**src/rtl/id_ex_stage_pkg.sv**
```systemverilog
// Shared constants for the ID/EX pipeline register.
// Control bundle bit positions, widths, bubble value.
package id_ex_stage_pkg;

  localparam int DW = 32;
  localparam int CW = 8;

  localparam int CTRL_REGDST   = 7;
  localparam int CTRL_ALUOP_HI = 6;
  localparam int CTRL_ALUOP_LO = 5;
  localparam int CTRL_ALUSRC   = 4;
  localparam int CTRL_MEMREAD  = 3;
  localparam int CTRL_MEMWRITE = 2;
  localparam int CTRL_REGWRITE = 1;
  localparam int CTRL_MEMTOREG = 0;

  localparam logic [CW-1:0] BUBBLE_CTRL = 8'h00;

endpackage

```
**src/rtl/id_ex_stage_load_use_detect.sv**
```systemverilog
// Load-use hazard compare between the load in EX and the
// instruction in ID. Ports: EX valid/MemRead/rt, ID rs/rt, lu.
module load_use_detect (
  input  logic       ex_valid,
  input  logic       ex_memread,
  input  logic [4:0] ex_rt,
  input  logic [4:0] id_rs,
  input  logic [4:0] id_rt,
  output logic       lu
);

  // $0 is hardwired to zero, so a load into it never conflicts.
  assign lu = ex_valid & ex_memread & (ex_rt != 5'd0) &
              ((ex_rt == id_rs) | (ex_rt == id_rt));

endmodule

```
**src/rtl/id_ex_stage.sv**
```systemverilog
// ID/EX register with load-use bubble, flush and EX hold.
// Ports: id_* in, ex_* out, flush/ex_hold, stall outs, bubble_cnt.
module id_ex_stage
  import id_ex_stage_pkg::*;
#(
  parameter int DW  = 32,
  parameter int CW  = 8,
  parameter int BCW = 16
) (
  input  logic           clk,
  input  logic           rst,
  input  logic [CW-1:0]  id_ctrl,
  input  logic           id_branch,
  input  logic           id_jump,
  input  logic [DW-1:0]  id_pc4,
  input  logic [DW-1:0]  id_rd1,
  input  logic [DW-1:0]  id_rd2,
  input  logic [DW-1:0]  id_imm,
  input  logic [4:0]     id_rs,
  input  logic [4:0]     id_rt,
  input  logic [4:0]     id_rd,
  input  logic [5:0]     id_funct,
  input  logic           flush,
  input  logic           ex_hold,
  output logic [CW-1:0]  ex_ctrl,
  output logic           ex_branch,
  output logic           ex_jump,
  output logic [DW-1:0]  ex_pc4,
  output logic [DW-1:0]  ex_rd1,
  output logic [DW-1:0]  ex_rd2,
  output logic [DW-1:0]  ex_imm,
  output logic [4:0]     ex_rs,
  output logic [4:0]     ex_rt,
  output logic [4:0]     ex_rd,
  output logic [5:0]     ex_funct,
  output logic           ex_valid,
  output logic           pc_write,
  output logic           if_id_write,
  output logic [BCW-1:0] bubble_cnt
);

  logic lu;
  logic bubble;
  logic stall;

  load_use_detect u_lu (
    .ex_valid   (ex_valid),
    .ex_memread (ex_ctrl[CTRL_MEMREAD]),
    .ex_rt      (ex_rt),
    .id_rs      (id_rs),
    .id_rt      (id_rt),
    .lu         (lu)
  );

  assign bubble = flush | lu;

  // A flushed instruction is discarded, so it cannot stall.
  assign stall       = ex_hold | (lu & ~flush);
  assign pc_write    = ~stall;
  assign if_id_write = ~stall;

  always_ff @(posedge clk or posedge rst) begin
    if (rst) begin
      ex_ctrl    <= '0;
      ex_branch  <= 1'b0;
      ex_jump    <= 1'b0;
      ex_pc4     <= '0;
      ex_rd1     <= '0;
      ex_rd2     <= '0;
      ex_imm     <= '0;
      ex_rs      <= '0;
      ex_rt      <= '0;
      ex_rd      <= '0;
      ex_funct   <= '0;
      ex_valid   <= 1'b0;
      bubble_cnt <= '0;
    end else if (!ex_hold) begin
      if (bubble) begin
        ex_ctrl   <= CW'(BUBBLE_CTRL);
        ex_branch <= 1'b0;
        ex_jump   <= 1'b0;
        ex_pc4    <= '0;
        ex_rd1    <= '0;
        ex_rd2    <= '0;
        ex_imm    <= '0;
        ex_rs     <= '0;
        ex_rt     <= '0;
        ex_rd     <= '0;
        ex_funct  <= '0;
        ex_valid  <= 1'b0;
        if (bubble_cnt != '1)
          bubble_cnt <= bubble_cnt + BCW'(1);
      end else begin
        ex_ctrl   <= id_ctrl;
        ex_branch <= id_branch;
        ex_jump   <= id_jump;
        ex_pc4    <= id_pc4;
        ex_rd1    <= id_rd1;
        ex_rd2    <= id_rd2;
        ex_imm    <= id_imm;
        ex_rs     <= id_rs;
        ex_rt     <= id_rt;
        ex_rd     <= id_rd;
        ex_funct  <= id_funct;
        ex_valid  <= 1'b1;
      end
    end
  end

endmodule

```
**config.mk**
```make
export PLATFORM = sky130hd
export DESIGN_NAME = id_ex_stage
export DESIGN_NICKNAME = d
export VERILOG_FILES = /design/src/rtl/id_ex_stage_pkg.sv /design/src/rtl/id_ex_stage_load_use_detect.sv /design/src/rtl/id_ex_stage.sv
export SDC_FILE = /design/constraint.sdc
export NUM_CORES = 1
export LEC_CHECK = 0
export BUFFER_PORTS_ARGS = -buffer_cell sky130_fd_sc_hd__buf_2
export CORE_MARGIN = 1
export CORE_UTILIZATION = 35
export CTS_CLUSTER_DIAMETER = 200
export DETAILED_ROUTE_END_ITERATION = 10
export GPL_ROUTABILITY_DRIVEN = 0
export HOLD_SLACK_MARGIN = 0.12
export PLACE_DENSITY = 0.62
export SYNTH_ARGS = -nofsm -noshare
export SYNTH_HDL_FRONTEND = slang
export SYNTH_SLANG_ARGS = --single-unit
```
**constraint.sdc**
```tcl
create_clock -name clk -period 18.8 [get_ports clk]
set_input_delay 3.76 -clock clk [delete_from_list [all_inputs] [get_ports clk]]
set_output_delay 3.76 -clock clk [all_outputs]
set_load 0.05 [all_outputs]
```
==> results of run 1 <==
[cells by family after synthesis]
group | after synthesis | synth area share, %
fa+ha+maj | 1 | 0.189
xor+xnor | 23 | 3.05
compound gates | 167 | 22.5
buf+inv | 41 | 3.81
mux | 2 | 0.341
flops | 176 | 66.6
simple gates | 43 | 3.50
[routing by layer]
layer	wire length [um]	up-vias
li1	-	2371
met1	7590	2482
met2	8810	256
met3	1390	25
met4	346	0
met5	0	-
[registers in the layout (all words and copies together) (netlist names)]
register and count:
ex_rd 5, ex_rd1 32, bubble_cnt 16, ex_branch 1
ex_ctrl 8, ex_rs 5, ex_funct 6, ex_jump 1
ex_imm 32, ex_pc4 32, ex_rt 5, ex_valid 1
ex_rd2 32
[worst paths after layout]
check                                       from                     end  depth (start not counted)
max in group asynchronous                    rst  ex_rd1[27]$_DFFE_PP0N_                          3
min in group asynchronous                    rst  ex_rd2[25]$_DFFE_PP0N_                          2
hold reg to reg            ex_imm[5]$_DFFE_PP0N_   ex_imm[5]$_DFFE_PP0N_                          1
setup / recovery                        id_rs[0]                pc_write                          7
setup reg to reg            ex_rt[3]$_DFFE_PP0N_  ex_ctrl[6]$_DFFE_PP0N_                          6
hold / removal             ex_imm[5]$_DFFE_PP0N_   ex_imm[5]$_DFFE_PP0N_                          1
[power groups by stage]
stage / combinational, mW / sequential (mW) / clock, mW
2_1_floorplan: 0.0564 / 0.557 / 0
3_3_place_gp: 0.237 / 0.442 / 0
3_5_place_dp: 0.241 / 0.442 / 0
4_1_cts: 0.241 / 0.436 / 0.355
5_1_grt: 0.250 / 0.440 / 0.374
6_report: 0.238 / 0.436 / 0.344
[cells in the final DEF, fill, tap and decap left out, types with 2 or more instances in the layout]
| cell | n |
|---|---|
| dfrtp_1 | 176 |
| inv_1 | 3 |
| xor2_1 | 17 |
| buf_2 | 339 |
| and4_1 | 3 |
| nand4_1 | 3 |
| clkinv_4 | 3 |
| a22o_1 | 159 |
| xnor2_1 | 6 |
| mux2_2 | 2 |
| nand3_1 | 7 |
| and3_1 | 2 |
| clkbuf_1 | 2 |
| buf_4 | 4 |
| nor3_1 | 9 |
| nand2_1 | 6 |
| nor2_1 | 8 |
| inv_6 | 6 |
| clkbuf_16 | 17 |
[per-stage QoR]
| step | setup slack (ns) | cell area [um^2] | utilization [%] | hold slack, ns |
|---|---|---|---|---|
| CTS | 9.94 | 8960 | 49.2 | 0.509 |
| finish | 9.93 | 8960 | 49.2 | 0.503 |
| floorplan | 9.74 | 6610 | - | 0.562 |
| detailed placement | 9.94 | 8390 | 46.1 | 0.492 |
| global placement | 9.95 | 8390 | 46.1 | 0.487 |
| global route | 9.81 | 8960 | 49.2 | 0.523 |
[layout make-up]
cell class | count | area, um^2 | share of cell area (%)
Clock buffer | 20 | 447 | 4.98
Tap cell | 229 | 287 | 3.20
Inverter | 4 | 20.0 | 0.223
Timing Repair Buffer | 343 | 1730 | 19.3
Sequential cell | 176 | 4400 | 49.1
Clock inverter | 12 | 124 | 1.38
Multi-Input combinational cell | 236 | 1950 | 21.8
==> flow_summary_export.csv, run 1 <==
group,metric,value,unit
floorplanning,die-area,19400,um^2
power_and_ir_drop,ir_drop,53.7,uV
route,drtAntennaViolNets,0,
synth,synth_common_cells,"dfrtp_1, a22o_1, clkbuf_1, xor2_1, buf_6",
route,vias,5134,
sta,fin_tns_setup,0,ns
synth,yosys-top-cells-area,"dfrtp_1, a22o_1, xor2_1",
power_and_ir_drop,power.density,114,nW/um^2
placed_design,port_buffers,340,
grt,grt_pass1_wl,28700,um
grt,grt_usage,18.8,%
setup_path,ff2ff_setup_slack,15.14,ns
placed_design,hpwl,12600,um
synth,syn_area,6610,um^2
setup_path,crit_fanout,2,
floorplanning,io_pins,341,
grt,grt_overflow_total,0,
grt,grtUsageMet2,31.2,%
route,drt_wl_total,18100,um
floorplanning,start_util,36.3,%
setup_path,crit_slowest_cell,"nor3_1",
route,viasPerCell,5.03,
route,first_iter_violations,295,
synth,synth_flop_cell,"dfrtp_1",
grt,antenna_found_initial,0,
cts,cts.repair.resized,0,
synth,synth_most_common_cell,"dfrtp_1",
synth,yosys_register_bits,176,
grt,grt_pass1_vias,5310,
sta,fin_crit_sh,47.2,%
power_and_ir_drop,comb_power_share,23.4,%
sta,report.final.slew_viol_count,0,
grt,gr-usage-met3,5.85,%
grt,busiest_layer,"met2",
route,firstDrtPassIters,4,
cells_and_area,instances_no_fill,1020,
setup_path,cp-start-kind,"primary input",
cts,htreeDepth,4,
power_and_ir_drop,p_switching,0.353,mW
power_and_ir_drop,p_seq_share,42.8,%
setup_path,crit_family,"simple AND/OR/NAND/NOR gates",
cts,cts_tree,"built",
setup_path,cp_data_required_time,15.04,ns
power_and_ir_drop,internal_power,0.665,mW
sta,rsz0062_at_grt,"no",
power_and_ir_drop,power.total,1.02,mW
cells_and_area,nets,942,
setup_path,cp.buffers_inverters,2,
route,drc,0,
setup_path,arrival,5.11,ns
power_and_ir_drop,p_leak,4.91,nW
sta,hold_viol,0,
cts,cts_buffer_depth,2,
synth,yosysSeqAreaShare,66.6,%
synth,syn-num-nets,617,
synth,synth_top_area_share,66.6,%
sta,max_clock_freq,113,MHz
floorplanning,die_x,139,um
synth,ys_warn_count,0,
floorplanning,core_area,18200,um^2
sta,layout_min_cycle_time,8.87,ns
sta,max_slew_margin,11.3,%
flow_run,max_cap_violations,0,
power_and_ir_drop,switching_share,34.7,%
placed_design,dp_cells,988,
sta,finalSetupViolCount,0,
synth,syn_inst,453,
floorplanning,fp-row-count,49,
grt,met1_usage,23.3,%
synth,yosysTopAreaCell,"dfrtp_1",
synth,ys_types,32,
setup_path,cp_cell_sequence,"buf_2 > xor2_1 > nor3_1 > a22oi_1 > nor3_1 > nor2_1 > buf_2",
sta,tightest_slew,1.33,ns
power_and_ir_drop,pwr-share-clk,33.7,%
synth,syn_area_per_cell,14.6,um^2
cts,post_cts_buffers,0,
cells_and_area,layout-drive-gt1-share,48.3,%
route,routedWlPerCell,17.8,um
floorplanning,dieHeight,139,um
cts,hold_buffers,0,
cts,path_clk_slew,0.06,ns
cts,clock_sinks,176,
status,outcome,"finished, final reports clean",
synth,synth_edf_count,0,
sta,finalClockSkew,0.00758,ns
setup_path,worst-setup-path-type,"primary input to output pin",
setup_path,cpPeakStageDelay,0.33,ns
cells_and_area,area_growth,35.6,%
synth,async_reset_ff_share,100,%
cts,insertion_delay,0.42,ns
setup_path,endpoint_kind,"output pin",
cells_and_area,antenna_cells,0,
cells_and_area,nFillCells,1653,
cts,cts-root-buf,"clkbuf_16",
cts,numCtsBuffers,17,
grt,grt_max_degree,126,
hold_path,hold_path_class,"register to register",
(Power assumes the default switching activity.)
==> run 2: changes to the inputs <==
- clock period: 18.8 -> 8.4 ns (I/O delays scaled with it)
==> run 2 against run 1 <==
Routed wire length fell by 0.30%. Clock skew increased by 0.0020 ns. Largest power group unchanged. Clock-buffer cell count is the same. Cell count grew 0.20%. Critical endpoint unchanged.
==> flow_summary_export.csv, run 2 (synthesized netlist as in run 1, its figures left out) <==
group,metric,value,unit
grt,grt_max_degree,110,
floorplanning,fp-row-count,49,
sta,finalSetupViolCount,0,
placed_design,hpwl,12500,um
sta,max_slew_margin,21.4,%
floorplanning,dieHeight,139,um
cts,numCtsBuffers,17,
cts,cts_buffer_depth,2,
setup_path,cp_data_required_time,6.72,ns
hold_path,hold_path_class,"register to register",
route,drc,0,
sta,report.final.slew_viol_count,0,
power_and_ir_drop,power.density,258,nW/um^2
grt,grt_pass1_wl,28400,um
cts,cts_tree,"built",
power_and_ir_drop,pwr-share-clk,35.1,%
cts,insertion_delay,0.43,ns
cells_and_area,layout-drive-gt1-share,48.6,%
floorplanning,core_area,18200,um^2
sta,finalClockSkew,0.00960,ns
floorplanning,start_util,36.3,%
route,routedWlPerCell,17.7,um
cells_and_area,area_growth,36.4,%
setup_path,crit_fanout,2,
placed_design,port_buffers,340,
sta,fin_tns_setup,0,ns
flow_run,max_cap_violations,0,
cells_and_area,final_cell_mix,"buf_2, dfrtp_1, a22o_1",
power_and_ir_drop,internal_power,1.53,mW
cts,post_cts_buffers,0,
sta,layout_min_cycle_time,4.78,ns
route,drt_wl_total,18100,um
power_and_ir_drop,ir_drop,132,uV
floorplanning,die_x,139,um
setup_path,worst-setup-path-type,"primary input to output pin",
route,firstDrtPassIters,4,
setup_path,cp-start-kind,"primary input",
sta,hold_viol,0,
cts,cts-root-buf,"clkbuf_16",
setup_path,endpoint_kind,"output pin",
cells_and_area,nets,943,
power_and_ir_drop,comb_power_share,22.9,%
power_and_ir_drop,power.total,2.33,mW
grt,grt_overflow_total,0,
grt,antenna_found_initial,2,
cts,path_clk_slew,0.07,ns
cells_and_area,mostFrequentLayoutCell,"buf_2",
sta,fin_crit_sh,56.9,%
route,vias,5178,
setup_path,arrival,3.10,ns
cells_and_area,finish.utilization,49.5,%
power_and_ir_drop,switching_share,34.1,%
sta,tightest_slew,1.18,ns
power_and_ir_drop,p_seq_share,42.0,%
sta,rsz0062_at_grt,"no",
cts,cts.repair.resized,0,
sta,max_clock_freq,209,MHz
power_and_ir_drop,p_switching,0.793,mW
cells_and_area,nFillCells,1605,
floorplanning,die-area,19400,um^2
route,drtAntennaViolNets,0,
cts,hold_buffers,0,
grt,grt_pass1_vias,5292,
grt,grt_usage,18.7,%
cts,clock_sinks,176,
status,outcome,"finished, final reports clean",
route,viasPerCell,5.07,
floorplanning,io_pins,341,
route,first_iter_violations,231,
cts,htreeDepth,4,
power_and_ir_drop,p_leak,4.94,nW
[run 2: cell count changes in the layout (fill, tap and decap cells not counted), sizes merged]
cell / change
clkinvlp: -1
bufinv: +1
diode: +1
buf: +1
[run 2: path summary, 6_finish.rpt]
kind | start | end | slack [ns] | depth (start not counted)
setup / recovery | id_rs[0] | pc_write | 3.62 | 7
hold / removal | bubble_cnt[9]$_DFFE_PP0P_ | bubble_cnt[9]$_DFFE_PP0P_ | 0.50 | 1
setup reg to reg | ex_rt[3]$_DFFE_PP0N_ | ex_rd1[23]$_DFFE_PP0N_ | 5.58 | 6
hold reg to reg | bubble_cnt[9]$_DFFE_PP0P_ | bubble_cnt[9]$_DFFE_PP0P_ | 0.50 | 1
max in group asynchronous | rst | ex_rd1[24]$_DFFE_PP0N_ | 5.41 | 3
min in group asynchronous | rst | ex_rd2[26]$_DFFE_PP0N_ | 1.42 | 2
[run 2: power by group through the flow]
| stage | Combinational (mW) | Clock, mW | Sequential (mW) |
|---|---|---|---|
| 3_3_place_gp | 0.530 | 0 | 0.989 |
| 2_1_floorplan | 0.126 | 0 | 1.25 |
| 6_report | 0.533 | 0.817 | 0.978 |
| 4_1_cts | 0.538 | 0.841 | 0.977 |
| 5_1_grt | 0.559 | 0.874 | 0.987 |
| 3_5_place_dp | 0.538 | 0 | 0.991 |
[run 2: cell type report]
type,instances,area [um^2],share of cell area [%]
Sequential cell,176,4400,48.9
Multi-Input combinational cell,236,1950,21.7
Timing Repair Buffer,344,1730,19.2
Clock buffer,20,467,5.18
Tap cell,229,287,3.18
Clock inverter,12,145,1.61
Inverter,4,20.0,0.222
Antenna cell,1,2.50,0.0278
[run 2: through the flow]
step                      setup slack [ns]  hold WS, ns  cell area (um^2)  std cells
after global placement                3.63        0.487              8400        989
after detailed placement              3.61        0.486              8400        989
after CTS                             3.61        0.504              9010       1021
after floorplan                       1.95        0.562              6610        453
final                                 3.62        0.502              9010       1022
after global routing                  3.52        0.521              9010       1022
[run 2: worst max-delay path: stages]
cell and delay (ns):
buf_2 0.13, xor2_1 0.14, nor3_1 0.32, a22oi_1 0.17, nor3_1 0.30, nor2_1 0.09
buf_2 0.25
[run 2: metal layers]
layer	GRT usage [%]	vias to the layer above	share of wire, %
met5	0	-	0.072
met3	5.37	27	7.5
met2	30.2	251	48
met4	7.72	2	2.0
li1	-	2370	-
met1	23.4	2528	42
